File: src/rtl/carry_select_adder_pkg.sv
// Shared constants and a golden-sum helper for the carry-select adder.
// The helper is used only by the testbench and is not called by the RTL.
package csa_pkg;

    localparam int CSA_WIDTH_DEF = 4;
    localparam int CSA_BLOCK_DEF = 2;

    // Result is {Cout, S}: the full (WIDTH+1)-bit unsigned sum at the default width.
    function automatic logic [CSA_WIDTH_DEF:0] ref_add(
        input logic [CSA_WIDTH_DEF-1:0] a,
        input logic [CSA_WIDTH_DEF-1:0] b,
        input logic                     cin
    );
        return {1'b0, a} + {1'b0, b} + {{CSA_WIDTH_DEF{1'b0}}, cin};
    endfunction

endpackage

File: src/rtl/carry_select_adder_if.sv
// Operand/result bundle for the carry-select adder.
// The master drives operands; the slave (the adder) returns the registered result.
interface carry_select_adder_if #(
    parameter int WIDTH = 4
);
    // Handshake: in_valid qualifies A/B/Cin on a rising edge. out_valid is high for
    // exactly the cycle after such an edge. There is no ready or backpressure.
    logic             in_valid;
    logic [WIDTH-1:0] A;
    logic [WIDTH-1:0] B;
    logic             Cin;
    logic [WIDTH-1:0] S;
    logic             Cout;
    logic             out_valid;

    modport master (output in_valid, A, B, Cin, input S, Cout, out_valid);
    modport slave  (input in_valid, A, B, Cin, output S, Cout, out_valid);
endinterface

File: src/rtl/carry_select_adder_rca_block.sv
// BLOCK-bit ripple-carry adder built from full-adder equations.
module rca_block #(
    parameter int BLOCK = 2
) (
    input  logic [BLOCK-1:0] a,
    input  logic [BLOCK-1:0] b,
    input  logic             ci,
    output logic [BLOCK-1:0] s,
    output logic             co
);
    logic c;

    always_comb begin
        c = ci;
        s = '0;
        for (int i = 0; i < BLOCK; i++) begin
            s[i] = a[i] ^ b[i] ^ c;
            c    = (a[i] & b[i]) | (c & (a[i] ^ b[i]));
        end
        co = c;
    end
endmodule

File: src/rtl/carry_select_adder.sv
// WIDTH-bit carry-select adder with a single registered output stage.
// The output register is cleared asynchronously by rst_n.
module carry_select_adder
    import csa_pkg::*;
#(
    parameter int WIDTH = CSA_WIDTH_DEF,
    parameter int BLOCK = CSA_BLOCK_DEF
) (
    input logic                 clk,
    input logic                 rst_n,
    carry_select_adder_if.slave bus
);
    localparam int NB = WIDTH / BLOCK;

    if (WIDTH % BLOCK != 0) begin : g_bad_width
        $fatal(1, "carry_select_adder: WIDTH must be a multiple of BLOCK");
    end

    logic [BLOCK-1:0] s_c0  [NB];
    logic [BLOCK-1:0] s_c1  [NB];
    logic             co_c0 [NB];
    logic             co_c1 [NB];

    for (genvar k = 0; k < NB; k++) begin : g_blk
        if (k == 0) begin : g_first
            // Block 0 sees the real carry-in, so both select arms carry the same result.
            rca_block #(.BLOCK(BLOCK)) u_rca (
                .a  (bus.A[BLOCK-1:0]),
                .b  (bus.B[BLOCK-1:0]),
                .ci (bus.Cin),
                .s  (s_c0[0]),
                .co (co_c0[0])
            );
            assign s_c1[0]  = s_c0[0];
            assign co_c1[0] = co_c0[0];
        end else begin : g_upper
            rca_block #(.BLOCK(BLOCK)) u_rca0 (
                .a  (bus.A[k*BLOCK +: BLOCK]),
                .b  (bus.B[k*BLOCK +: BLOCK]),
                .ci (1'b0),
                .s  (s_c0[k]),
                .co (co_c0[k])
            );
            rca_block #(.BLOCK(BLOCK)) u_rca1 (
                .a  (bus.A[k*BLOCK +: BLOCK]),
                .b  (bus.B[k*BLOCK +: BLOCK]),
                .ci (1'b1),
                .s  (s_c1[k]),
                .co (co_c1[k])
            );
        end
    end

    logic [WIDTH-1:0] sum_d;
    logic             cout_d;

    // The selected carry of each block picks the sum and carry of the next block.
    always_comb begin
        cout_d = bus.Cin;
        sum_d  = '0;
        for (int k = 0; k < NB; k++) begin
            sum_d[k*BLOCK +: BLOCK] = cout_d ? s_c1[k] : s_c0[k];
            cout_d                  = cout_d ? co_c1[k] : co_c0[k];
        end
    end

    logic [WIDTH-1:0] sum_q;
    logic             cout_q;
    logic             valid_q;

    always_ff @(posedge clk or negedge rst_n) begin
        if (!rst_n) begin
            sum_q   <= '0;
            cout_q  <= 1'b0;
            valid_q <= 1'b0;
        end else begin
            valid_q <= bus.in_valid;
            if (bus.in_valid) begin
                sum_q  <= sum_d;
                cout_q <= cout_d;
            end
        end
    end

    assign bus.S         = sum_q;
    assign bus.Cout      = cout_q;
    assign bus.out_valid = valid_q;
endmodule

File: src/flat_wrapper.sv
// flat-port wrapper written by rule: the top's interface ports become plain ports
module carry_select_adder_flat import csa_pkg::*;
#(
    parameter int WIDTH = CSA_WIDTH_DEF,
    parameter int BLOCK = CSA_BLOCK_DEF
)
  (clk, rst_n, bus_in_valid, bus_A, bus_B, bus_Cin, bus_S, bus_Cout, bus_out_valid);
  carry_select_adder_if #(.WIDTH(WIDTH)) bus_i ();
  input logic clk;
  input logic rst_n;
  input wire logic [$bits(bus_i.in_valid)-1:0] bus_in_valid;
  input wire logic [$bits(bus_i.A)-1:0] bus_A;
  input wire logic [$bits(bus_i.B)-1:0] bus_B;
  input wire logic [$bits(bus_i.Cin)-1:0] bus_Cin;
  output wire logic [$bits(bus_i.S)-1:0] bus_S;
  output wire logic [$bits(bus_i.Cout)-1:0] bus_Cout;
  output wire logic [$bits(bus_i.out_valid)-1:0] bus_out_valid;
  assign bus_i.in_valid = bus_in_valid;
  assign bus_i.A = bus_A;
  assign bus_i.B = bus_B;
  assign bus_i.Cin = bus_Cin;
  assign bus_S = bus_i.S;
  assign bus_Cout = bus_i.Cout;
  assign bus_out_valid = bus_i.out_valid;
  carry_select_adder #(.WIDTH(WIDTH), .BLOCK(BLOCK)) u_core (.clk(clk), .rst_n(rst_n), .bus(bus_i));
endmodule
File: config.mk
export PLATFORM = sky130hd
export DESIGN_NAME = carry_select_adder_flat
export DESIGN_NICKNAME = d
export VERILOG_FILES = /design/src/rtl/carry_select_adder_pkg.sv /design/src/rtl/carry_select_adder_if.sv /design/src/rtl/carry_select_adder_rca_block.sv /design/src/rtl/carry_select_adder.sv /design/src/flat_wrapper.sv
export SDC_FILE = /design/constraint.sdc
export NUM_CORES = 1
export LEC_CHECK = 0
export BUFFER_PORTS_ARGS = -buffer_cell sky130_fd_sc_hd__buf_4
export CORE_MARGIN = 2
export CORE_UTILIZATION = 23
export DETAILED_ROUTE_END_ITERATION = 10
export PLACE_DENSITY_LB_ADDON = 0.2
export SYNTH_ARGS = -nofsm -noshare
export SYNTH_HDL_FRONTEND = slang
export SYNTH_HIERARCHICAL = 1
export SYNTH_SLANG_ARGS = --single-unit
export TNS_END_PERCENT = 30
File: constraint.sdc
create_clock -name clk -period 1.6 [get_ports clk]
set_clock_uncertainty 0.05 [all_clocks]
set_input_delay 0.16 -clock clk [delete_from_list [all_inputs] [get_ports clk]]
set_output_delay 0.16 -clock clk [all_outputs]
set_load 0.02 [all_outputs]
==> run_results.csv <==
group,metric,value,unit
grt,antenna_found_initial,0,
power_and_ir_drop,clkPwrFrac,27.3,%
die,rows,16,
power_and_ir_drop,p_switching,0.166,mW
power_and_ir_drop,power.density,810,mW/mm²
power_and_ir_drop,leakage,0.390,nW
cts,post_cts_buffers,0,
die,start_util,24.0,%
cts,htree_num_levels,1,
setup_path,critPathBufInv,3,
detailed_routing,drt_iter0_markers,1,
sta,rsz0062_at_grt,"false",
sta,maxSlewViolCount,0,
setup_path,required,1.68,ns
setup_path,crit_path_start_kind,"primary input",
logic_synthesis,synth_nets,68,
logic_synthesis,synth_area,465,µm²
cts,clock-sinks,6,
place,gp_congestion,0.634,
sta,period_share,88.8,%
setup_path,crit_slowest_cell,"fa_1",
logic_synthesis,syn_area_per_cell,9.31,µm²
detailed_routing,drc,0,
cts,numCtsBuffers,3,
detailed_routing,wl,759,µm
setup_path,criticalPathCategory,"in -> reg",
final_layout,fill_cells,211,
logic_synthesis,ys_warn_count,6,
die,die_y,49.0,µm
detailed_routing,drt-vias-per-instance,3.45,
setup_path,endpoint_kind,"flip-flop",
final_layout,final_nets,90,
place,hpwl,637,µm
detailed_routing,firstDrtPassIters,2,
power_and_ir_drop,p_int,0.359,mW
cts,root_buffer,"clkbuf_4",
cts,clk_pin_slew_worst_paths,0.05,ns
die,core,0.00194,mm²
sta,setup_viol,0,
logic_synthesis,netlist_instances,50,
detailed_routing,wl_per_cell,7.82,µm
worst_hold_path,hp-class,"in -> reg",
setup_path,cp_top_family,"adder cells",
setup_path,crit_fanout,3,
detailed_routing,ant_nets,0,
setup_path,path_cells,"buf_4, inv_1, fa_1, fa_1, inv_1, mux2i_1, a21oi_1",
die,io_pins,18,
final_layout,layout-drive-gt1-share,31.4,%
grt,grt_max_degree,10,
final_layout,num_antenna_cells,0,
cts,tritoncts,"done",
power_and_ir_drop,p_total,0.525,mW
sta,fin_crit,1.42,ns
grt,grt_pass1_vias,341,
grt,overflow,0,
logic_synthesis,synth_cell_types,9,
power_and_ir_drop,vdd_ir_drop_max,328,µV
run,drv_cap,0,
grt,grt_pass1_wl,1.48,mm
sta,setup_tns,0,ns
sta,setup_ws,0.178,ns
power_and_ir_drop,comb_power_share,36.4,%
grt,track_usage,8.48,%
sta,hold_slack,0.0509,ns
cts,ctsLongestPathBuffers,2,
logic_synthesis,seq_area_frac_synth,32.3,%
cts,worstSkewPairLatency,0.24,ns
power_and_ir_drop,pwr-share-seq,36.2,%
place,pre_cts_ws,-0.0935,ns
die,design.die.area,0.00240,mm²
logic_synthesis,synth_seq_cells,6,
setup_path,arrival,1.50,ns
place,io_buffers,17,
final_layout,synthToLayoutAreaGrowth,39.2,%
run_status,status,"completed",
power_and_ir_drop,p_sw_share,31.6,%
sta,finalHoldViolations,0,
die,fp.dieW,49.0,µm
setup_path,worst_path_largest_cell_delay,0.43,ns
detailed_routing,num_vias,335,
sta,clock.fmax,703,MHz
## power by group through the flow
stage / clock, mW / combinational (mW) / sequential [mW]
floorplan: 0 / 0.0843 / 0.224
CTS: 0.151 / 0.196 / 0.191
global placement: 0 / 0.192 / 0.193
finish: 0.144 / 0.191 / 0.190
detailed placement: 0 / 0.193 / 0.193
global route: 0.162 / 0.218 / 0.194
## what timing repair did
action,4_1_cts,5_1_grt
resized for setup,0,0
endpoints found under the hold margin,6,0
hold buffers,1,0
## cell usage after synthesis (all sizes together)
cell type	instances	area (µm²)
inv	24	90.1
dfrtp	6	150
fa	6	120
a21oi	3	15.0
mux2i	3	30.0
nor2	3	11.3
conb	2	7.51
mux2	2	30.0
buf	1	11.3
## area by class of cell
cell class / instances / area [µm²] / share of cell area (%)
Clock buffer: 3 / 22.5 / 3.47
Inverter: 24 / 90.1 / 13.9
Multi-Input combinational cell: 19 / 214 / 33.0
Sequential cell: 6 / 150 / 23.2
Tap cell: 27 / 33.8 / 5.21
Timing Repair Buffer: 18 / 138 / 21.2
## layout by cell type, fill, tap and decap left out
cell type,instances
a21oi_1,3
conb_1,2
nor2_1,3
mux2i_1,3
fa_1,6
mux2_4,2
clkbuf_4,3
inv_1,24
buf_4,17
dfrtp_1,6
dlygate4sd3_1,1
## routing by layer
layer	up-vias	part of all wire (%)	track usage, %	wire length [µm]
met1	145	43	9.86	328
met5	-	0	0	0
met3	2	7.6	4.29	58
met4	0	2.6	7.14	20
li1	170	-	-	-
met2	18	46	11.4	352
## path summary, 6_finish.rpt
check / from / cells past startpoint / to / slack (ns)
worst max-delay path: bus_A[0] / 7 / u_core/bus.S[3] / 0.18
max in group asynchronous: rst_n / 2 / u_core/bus.Cout / 1.17
worst max register to register: u_core/bus.S[1] / 1 / u_core/bus.S[1] / 0.79
min in group asynchronous: rst_n / 2 / u_core/bus.S[0] / 0.21
worst min register to register: u_core/bus.S[0] / 1 / u_core/bus.S[0] / 0.47
worst min-delay path: bus_in_valid / 1 / u_core/bus.out_valid / 0.05
## logic make-up after synthesis
family                   after synthesis  share of synthesized area (%)
flip-flops                             6                           32.3
AO/OA/AOI/OAI                          3                           3.22
other                                  2                           1.61
buffers and inverters                 25                           21.8
AND/OR/NAND/NOR                        3                           2.42
multiplexers                           5                           12.9
adder cells (fa/ha/maj)                6                           25.8
## through the flow
stage                     std cells  util (%)  cell area, µm²
after floorplan                  50         -             465
after global placement           93      31.7             616
after detailed placement         93      31.7             616
after CTS                        97      33.4             648
after global routing             97      33.4             648
final                            97      33.4             648
## state kept, by name, indices dropped and copies added, names as in the netlist
signal and cells:
u_core/bus.S 4, u_core/bus.Cout 1, u_core/bus.out_valid 1
Note: power is estimated with default switching activity, not from simulation.
